**config.mk**
```make
export PLATFORM = sky130hd
export DESIGN_NAME = param_multiplier
export DESIGN_NICKNAME = d
export VERILOG_FILES = /design/src/rtl/param_multiplier.sv
export SDC_FILE = /design/constraint.sdc
export NUM_CORES = 1
export LEC_CHECK = 0
export CORE_MARGIN = 8
export CORE_UTILIZATION = 40
export DETAILED_ROUTE_END_ITERATION = 6
export PLACE_DENSITY = 0.7
export SKIP_LAST_GASP = 1
export SLEW_MARGIN = 30
export SYNTH_ARGS = -nofsm -noshare
export SYNTH_HDL_FRONTEND = slang
export SYNTH_SLANG_ARGS = --single-unit
```
**constraint.sdc**
```tcl
create_clock -name clock -period 9.19 [get_ports clock]
set_clock_uncertainty 0.2 [all_clocks]
set_input_delay 1.838 -clock clock [delete_from_list [all_inputs] [get_ports clock]]
set_output_delay 1.838 -clock clock [all_outputs]
set_load 0.02 [all_outputs]
```
**src/rtl/param_multiplier.sv**
```systemverilog
// Sequential shift-and-add multiplier, one multiplier bit per cycle, with sign-magnitude handling of signed operands.
// Define MULT_EARLY_TERM_EN to finish as soon as the remaining multiplier bits are all zero.
module param_multiplier #(
  parameter int WIDTH = 8
) (
  input  logic               clock,
  input  logic               reset,
  input  logic               start,
  input  logic               signed_mode,
  input  logic [WIDTH-1:0]   a,
  input  logic [WIDTH-1:0]   b,
  output logic               ready,
  output logic               busy,
  output logic               done,
  output logic [2*WIDTH-1:0] product
);

  localparam int PW = 2 * WIDTH;
  localparam int CW = (WIDTH > 1) ? $clog2(WIDTH) : 1;

  typedef enum logic [1:0] {IDLE, CALC, DONE} state_t;

  state_t state, nextstate;

  logic [PW-1:0]    mcand;
  logic [PW-1:0]    acc;
  logic [PW-1:0]    accnext;
  logic [WIDTH-1:0] mplier;
  logic [WIDTH-1:0] amag;
  logic [WIDTH-1:0] bmag;
  logic             sgn;
  logic             finish;

  // Signed operands are reduced to magnitudes; the most-negative value maps to 2^(WIDTH-1).
  assign amag    = (signed_mode && a[WIDTH-1]) ? ({WIDTH{1'b0}} - a) : a;
  assign bmag    = (signed_mode && b[WIDTH-1]) ? ({WIDTH{1'b0}} - b) : b;
  assign accnext = acc + (mplier[0] ? mcand : {PW{1'b0}});

`ifdef MULT_EARLY_TERM_EN
  assign finish = (mplier[WIDTH-1:1] == '0);
`else
  logic [CW-1:0] cnt;

  always_ff @(posedge clock or posedge reset) begin
    if (reset)
      cnt <= '0;
    else if (state == CALC)
      cnt <= cnt + CW'(1);
    else
      cnt <= '0;
  end

  assign finish = (cnt == CW'(WIDTH - 1));
`endif

  always_ff @(posedge clock or posedge reset) begin
    if (reset)
      state <= IDLE;
    else
      state <= nextstate;
  end

  always_comb begin
    nextstate = state;
    ready     = 1'b0;
    busy      = 1'b0;
    done      = 1'b0;
    case (state)
      IDLE: begin
        ready = 1'b1;
        if (start)
          nextstate = CALC;
      end
      CALC: begin
        busy = 1'b1;
        if (finish)
          nextstate = DONE;
      end
      DONE: begin
        done      = 1'b1;
        nextstate = IDLE;
      end
      default: nextstate = IDLE;
    endcase
  end

  // Product only moves on the final CALC edge, so it holds steady between results.
  always_ff @(posedge clock or posedge reset) begin
    if (reset) begin
      mcand   <= '0;
      mplier  <= '0;
      acc     <= '0;
      sgn     <= 1'b0;
      product <= '0;
    end else begin
      case (state)
        IDLE: begin
          if (start) begin
            mcand  <= {{WIDTH{1'b0}}, amag};
            mplier <= bmag;
            acc    <= '0;
            sgn    <= signed_mode & (a[WIDTH-1] ^ b[WIDTH-1]);
          end
        end
        CALC: begin
          acc    <= accnext;
          mcand  <= mcand << 1;
          mplier <= mplier >> 1;
          if (finish)
            product <= sgn ? (PW'(0) - accnext) : accnext;
        end
        default: begin
        end
      endcase
    end
  end

endmodule

```
==> results.toml, run 1 <==
[critical_path]
arrival_ns = 1.87
start_kind = "register"
destination_of_the_critical_timing_path = "busy"
critical_path_peak_fanout = 36
worst_r2r_startpoint = "mplier[0]"
cp.required_ns = 7.15
worst-r2r-cell-count = 11
capturing_element_type_of_the_critical_path = "primary output"
r2r_slack_ns = 5.46
critical_path.startpoint = "state[1]"
reg2reg_to = "product[14]"
criticalPathCategory = "register to primary output"

[timing]
timing_hold_violations_final = 0
slew_headroom_pct = 44.4
setup-tns-final_ns = 0
max_slew.worst_pin.slew_ns = 0.832
timing.final.setup_violations = 0
layout_min_cycle_time_ns = 3.91
slew_violations = 0
fmaxAchievable_mhz = 256
min_period_over_period_pct = 42.5
setup_repair_after_global_routing_missed_its_margin = "false"

[die]
die_height_um = 116
dieArea_sq_um = 13400
placement_rows = 36
ios = 39
dieWidth_um = 116
start_util_pct = 41.0
core_footprint_sq_um = 9680

[route]
drt.antenna.violating_nets = 0
via_count = 3216
drcViolationCount = 0
vias_per_cell = 5.20
drt_first_iter_violations = 140
wl_per_cell_um = 13.5
route.final.wire_length_mm = 8.36
firstDrtPassIters = 4

[synthesis]
syn_nets = 487
synth.distinct_cells = 63
syn_area_sq_um = 3970
syn-instance-count = 446
yosysWarnings = 0
synth_flop_type = "sky130_fd_sc_hd__dfrtp_1"
async_reset_ff_share_pct = 100
synth_edf_count = 0
synth.yosys.seq_area_share_pct = 39.1
synth-seq-cells = 62
syn-mean-instance-area_sq_um = 8.90

[global_routing]
most_utilized_layer_in_the_global_route_result = "met2"
largest_net_degree_at_the_start_of_global_routing = 63
grt_first_pass_wirelength_mm = 14.1
groute.layer.met1.usage_pct = 17.1
met3_usage_pct = 3.80
globalRouteMet2Util_pct = 20.5
grt_pass1_vias = 3010
global_route_usage_over_all_layers_pct = 13.1
initial_antenna_violation_count = 0
grt.overflow.total = 0

[clock_tree]
cts_num_sinks = 62
cts_htree_levels = 3
cts-buffers-inserted = 9
clock_pin_slew_worst_setup_and_hold_paths_ns = 0.07
hold_buffers = 0
cts_tree = "yes"
cts.path.max_buffers = 2
postCtsSetupRepairBufs = 0
cts-resized-gates = 0
insertion_delay_ns = 0.34
ctsRootBufferMaster = "sky130_fd_sc_hd__clkbuf_8"

[run]
number_of_violations_of_the_max_capacitance_limit = 0

[power_and_ir_drop]
net-switching-power_w = 0.000696
ir_drop_mv = 0.102
cell_pwr_density_nw_per_um2 = 345
clock_power_share_pct = 16.0
power_frac_seq_pct = 29.4
p_comb_share_pct = 54.6
netSwitchingFraction_pct = 43.1
power.internal_w = 0.000920
power.leakage_nw = 2.03

[finish]
synthToLayoutAreaGrowth_pct = 18.1
post_route_cells_drive_above_1_share_pct = 9.07
finish.net_count = 521
antenna_cells = 0
final_cell_count_no_fill = 618
fill_cells = 949

[outcome]
status = "completed"

[min_path]
hold_path.class = "register to register"

[place]
dp_hpwl_mm = 6.21
gp_routability_congestion = 0.809
io_buffers = 38
placedCellCount = 602
==> metrics by stage <==
| step | setup WS [ns] | utilization (%) | hold WS (ns) | total power [W] | area (sq um) |
|---|---|---|---|---|---|
| final | 5.28 | 48.4 | 0.233 | 0.00162 | 4690 |
| after global routing | 5.09 | 48.4 | 0.265 | 0.00176 | 4690 |
| after CTS | 5.26 | 48.4 | 0.238 | 0.00163 | 4690 |
| after detailed placement | 5.35 | 46.2 | 0.229 | 0.00136 | 4470 |
| after global placement | 5.43 | 46.2 | 0.220 | 0.00134 | 4470 |
| after floorplan | 5.61 | - | 0.210 | 0.00112 | 3970 |
==> flip-flops by register name, summed over array words and instances (netlist names) <==
register,flops
acc,16
cnt,3
mcand,16
product,16
state,2
mplier,8
sgn,1
==> critical path: stages, from the launching register on <==
cell	delay, ns
sky130_fd_sc_hd__dfrtp_1	0.38
sky130_fd_sc_hd__nand2b_1	0.11
sky130_fd_sc_hd__buf_4	0.33
sky130_fd_sc_hd__clkinv_1	0.14
sky130_fd_sc_hd__clkdlybuf4s50_1	0.56
==> cell usage after synthesis, types with 6 or more instances <==
cell type,count,share of area [%]
sky130_fd_sc_hd__nand3_1,23,2.9
sky130_fd_sc_hd__o21ai_0,53,6.7
sky130_fd_sc_hd__a31oi_1,8,1.3
sky130_fd_sc_hd__a21oi_1,11,1.4
sky130_fd_sc_hd__nor2_1,20,1.9
sky130_fd_sc_hd__nor3_1,9,1.1
sky130_fd_sc_hd__clkbuf_1,16,1.5
sky130_fd_sc_hd__and2_1,22,3.5
sky130_fd_sc_hd__nand2b_1,6,0.95
sky130_fd_sc_hd__nand2_1,66,6.2
sky130_fd_sc_hd__a22oi_1,13,2.5
sky130_fd_sc_hd__inv_1,16,1.5
sky130_fd_sc_hd__dfrtp_1,62,39
sky130_fd_sc_hd__xnor2_1,24,5.3
sky130_fd_sc_hd__ha_1,20,6.3
==> layout make-up <==
type / count / area (sq um) / area share [%]
inverter: 17 / 63.8 / 1.36
timing repair buffer: 41 / 403 / 8.59
tap: 133 / 166 / 3.55
clock inverter: 6 / 86.3 / 1.84
sequential: 62 / 1550 / 33.1
clock buffer: 10 / 128 / 2.72
multi-input combinational: 349 / 2290 / 48.9
==> metal layers <==
layer,vias up,share of wire [%]
met5,-,0
li1,1651,-
met3,7,5.3
met2,63,45
met1,1495,49
met4,0,0.96
==> placed cells by master (no fill, tap or decap), types with 3 or more instances in the layout <==
master,count
sky130_fd_sc_hd__nand2_1,65
sky130_fd_sc_hd__dfrtp_1,62
sky130_fd_sc_hd__o21ai_0,53
sky130_fd_sc_hd__clkdlybuf4s50_1,38
sky130_fd_sc_hd__xnor2_1,24
sky130_fd_sc_hd__nand3_1,23
sky130_fd_sc_hd__and2_1,22
sky130_fd_sc_hd__ha_1,20
sky130_fd_sc_hd__nor2_1,19
sky130_fd_sc_hd__inv_1,15
sky130_fd_sc_hd__a22oi_1,13
sky130_fd_sc_hd__a21oi_1,11
sky130_fd_sc_hd__nor3_1,9
sky130_fd_sc_hd__clkbuf_8,9
sky130_fd_sc_hd__a31oi_1,8
sky130_fd_sc_hd__nand2b_1,6
sky130_fd_sc_hd__o211ai_1,5
sky130_fd_sc_hd__a21o_1,5
sky130_fd_sc_hd__mux2i_1,5
sky130_fd_sc_hd__xor2_1,5
sky130_fd_sc_hd__o21ai_1,4
sky130_fd_sc_hd__or3_1,3
sky130_fd_sc_hd__nor2b_1,3
sky130_fd_sc_hd__buf_4,3
==> power by group through the flow <==
stage / Clock [W] / Combinational [W] / Sequential, W
final: 0.000259 / 0.000882 / 0.000475
after global routing: 0.000282 / 0.000989 / 0.000494
after CTS: 0.000266 / 0.000885 / 0.000478
after detailed placement: 0 / 0.000880 / 0.000483
after global placement: 0 / 0.000859 / 0.000478
after floorplan: 0 / 0.000624 / 0.000500
==> kinds of logic (layout without fill, tap and decap cells) <==
logic type | after synthesis | count (layout) | synth area share, %
AND/OR/NAND/NOR | 165 | 165 | 20.5
AO/OA/AOI/OAI | 127 | 127 | 21.9
flip-flops | 62 | 62 | 39.1
buffers and inverters | 35 | 74 | 3.34
XOR/XNOR | 30 | 30 | 6.81
adder cells (fa/ha/maj) | 21 | 21 | 6.81
multiplexers | 6 | 6 | 1.54
==> worst min-delay path by stage <==
stage | start | to | slack, ns | cells past startpoint
6_report | cnt[0] | cnt[0] | 0.23 | 1
5_1_grt | cnt[0] | cnt[0] | 0.26 | 1
4_1_cts | cnt[0] | cnt[0] | 0.24 | 1
3_5_place_dp | cnt[0] | cnt[0] | 0.23 | 1
3_3_place_gp | cnt[0] | cnt[0] | 0.22 | 1
2_1_floorplan | cnt[0] | cnt[0] | 0.21 | 1
(Power assumes the default switching activity.)
==> inputs of run 2 (changes only) <==
--- a/config.mk
+++ b/config.mk
@@ -8,7 +8,7 @@
 export CORE_MARGIN = 8
 export CORE_UTILIZATION = 40
 export DETAILED_ROUTE_END_ITERATION = 6
-export PLACE_DENSITY = 0.7
+export PLACE_DENSITY = 0.73
 export SKIP_LAST_GASP = 1
 export SLEW_MARGIN = 30
 export SYNTH_ARGS = -nofsm -noshare
==> constraint.sdc (replaced) <==
create_clock -name clock -period 3.5 [get_ports clock]
set_clock_uncertainty 0.2 [all_clocks]
set_input_delay 0.7 -clock clock [delete_from_list [all_inputs] [get_ports clock]]
set_output_delay 0.7 -clock clock [all_outputs]
set_load 0.02 [all_outputs]
==> run 2 against run 1 <==
Total power grew to 2.9 times the previous value. Cell area rose by 4.9%. Worst hold slack gained 0.0048 ns. Core utilization rose by 2.4 points. Critical path type is now register to register. Critical endpoint is now product[12].
==> results.toml, run 2 (same netlist as run 1, synthesis figures left out) <==
[die]
dieArea_sq_um = 13400
dieWidth_um = 116
start_util_pct = 41.0
die_height_um = 116
placement_rows = 36
ios = 39
core_footprint_sq_um = 9680

[finish]
mostFrequentLayoutCell = "sky130_fd_sc_hd__nand2_1"
multiInputGateArea_sq_um = 2360
ff_latch_area_sq_um = 1550
finish.net_count = 536
antenna_cells = 0
layout.cell_area.non_filler_sq_um = 4920
post_route_cells_drive_above_1_share_pct = 13.4
synthToLayoutAreaGrowth_pct = 23.9
fill_cells = 904
largestRegisters = "acc: 16 flops, mcand: 16 flops, product: 16 flops"
most-common-layout-cells = "sky130_fd_sc_hd__nand2_1, sky130_fd_sc_hd__dfrtp_1, sky130_fd_sc_hd__o21ai_0"

[global_routing]
grt.overflow.total = 0
global_route_usage_over_all_layers_pct = 14.4
grt_first_pass_wirelength_mm = 15.6
largest_net_degree_at_the_start_of_global_routing = 36
grt_pass1_vias = 3398
initial_antenna_violation_count = 0

[route]
vias_per_cell = 5.27
drcViolationCount = 0
drt.antenna.violating_nets = 0
route.final.wire_length_mm = 9.08
wl_per_cell_um = 14.3
firstDrtPassIters = 5
drt_first_iter_violations = 150
via_count = 3337

[clock_tree]
cts-buffers-inserted = 9
insertion_delay_ns = 0.35
hold_buffers = 0
cts.path.max_buffers = 2
cts_tree = "yes"
cts_num_sinks = 62
clock_pin_slew_worst_setup_and_hold_paths_ns = 0.08
ctsRootBufferMaster = "sky130_fd_sc_hd__clkbuf_8"
cts_htree_levels = 3

[critical_path]
delay_of_the_slowest_cell_on_the_worst_path_ns = 0.38
arrival_ns = 3.40
start_kind = "register"
path_cells = "and2_1, ha_1, fa_2, a211oi_2, o211ai_2, buf_4, buf_4, a21oi_1, and4bb_2, o2111ai_1, o21ai_1, xnor2_1, mux2_2"
cp.required_ns = 3.54
r2r_slack_ns = 0.14
capturing_element_type_of_the_critical_path = "register"
worst-r2r-cell-count = 13
worst_r2r_startpoint = "mplier[0]"
worst_path_most_repeated_cell = "sky130_fd_sc_hd__buf_4"
criticalPathCategory = "register to register"
reg2reg_to = "product[12]"
critical_path_peak_fanout = 3
timing.critical_path.slowest_stage_cell = "sky130_fd_sc_hd__dfrtp_1"

[power_and_ir_drop]
power.leakage_nw = 2.13
p_comb_share_pct = 56.1
net-switching-power_w = 0.00196
clock_power_share_pct = 17.0
ir_drop_mv = 0.293
cell_pwr_density_nw_per_um2 = 939
power_frac_seq_pct = 27.0
netSwitchingFraction_pct = 42.5
power.internal_w = 0.00265

[timing]
slew_violations = 0
setup_repair_after_global_routing_missed_its_margin = "true"
fmaxAchievable_mhz = 298
timing_hold_violations_final = 0
setup_slack_ns = 0.142
layout_min_cycle_time_ns = 3.36
slew_headroom_pct = 54.2
max_slew.worst_pin.slew_ns = 0.686
timing.final.setup_violations = 0
min_period_over_period_pct = 96.0

[place]
placement.setup.worst_slack_ns = 0.117
gp_routability_congestion = 0.924
io_buffers = 38
dp_hpwl_mm = 6.80
placement.cell_area_sq_um = 4540

[min_path]
hold_path.class = "register to register"
timing.hold.worst.start = "cnt[0]"
hold-path-endpoint = "cnt[0]"
holdPathStages = 1

[outcome]
status = "completed"

[run]
number_of_violations_of_the_max_capacitance_limit = 0
run 2: how the worst max path moves through the flow:
| stage | start | endpoint | slack (ns) | cells after the start |
|---|---|---|---|---|
| 2_1_floorplan | mplier[0] | product[14] | 0.12 | 12 |
| 3_3_place_gp | mplier[0] | product[14] | 0.24 | 11 |
| 3_5_place_dp | mplier[0] | product[14] | 0.12 | 10 |
| 4_1_cts | mplier[0] | product[14] | 0.06 | 10 |
| 5_1_grt | mplier[0] | product[14] | -0.08 | 13 |
| 6_report | mplier[0] | product[12] | 0.14 | 13 |
run 2: power groups by stage:
stage                     sequential (W)  clock, W  combinational, W
final                            0.00124  0.000783           0.00259
after global routing             0.00129  0.000826           0.00290
after CTS                        0.00124  0.000797           0.00245
after detailed placement         0.00126         0           0.00244
after global placement           0.00124         0           0.00237
after floorplan                  0.00131         0           0.00164
run 2: per-layer routing:
| layer | routed length (um) | part of all wire (%) | global-route usage (%) | vias up |
|---|---|---|---|---|
| met1 | 4300 | 47 | 17.9 | 1552 |
| met3 | 448 | 4.9 | 2.87 | 16 |
| met5 | 0 | 0 | 0 | - |
| li1 | - | - | - | 1692 |
| met4 | 170 | 1.9 | 6.22 | 0 |
| met2 | 4160 | 46 | 23.9 | 77 |
run 2: through the flow:
step / hold slack, ns / cells / util, % / TNS, ns / power, W
after CTS: 0.239 / 626 / 49.4 / 0 / 0.00449
after detailed placement: 0.228 / 610 / 46.9 / 0 / 0.00370
after global routing: 0.252 / 633 / 50.8 / -0.132 / 0.00502
final: 0.238 / 633 / 50.8 / 0 / 0.00462
after global placement: 0.220 / 610 / 46.9 / 0 / 0.00362
after floorplan: 0.210 / 446 / - / 0 / 0.00295
run 2: timing repair:
item                       CTS  global route
hold endpoints to repair     0             0
buffers inserted             0             7
resized for setup            0            12
setup endpoints to repair    0             3
run 2: area by class of cell:
class,count,area share [%]
Clock inverter,7,2.47
Sequential cell,62,31.6
Tap cell,133,3.38
Inverter,17,1.30
Clock buffer,9,2.52
Timing Repair Buffer,56,10.7
Multi-Input combinational cell,349,48.0
run 2: critical path: cells and delay by family, from the launching register on:
family | cells | cell delay [ns]
xor gates and xnor gates | 1 | 0.16
muxes | 1 | 0.26
DFF | 1 | 0.38
and+or+nand+nor | 2 | 0.42
AOI/OAI and AO/OA | 5 | 0.95
adders and majority gates | 2 | 0.59
buffers and inverters | 2 | 0.29
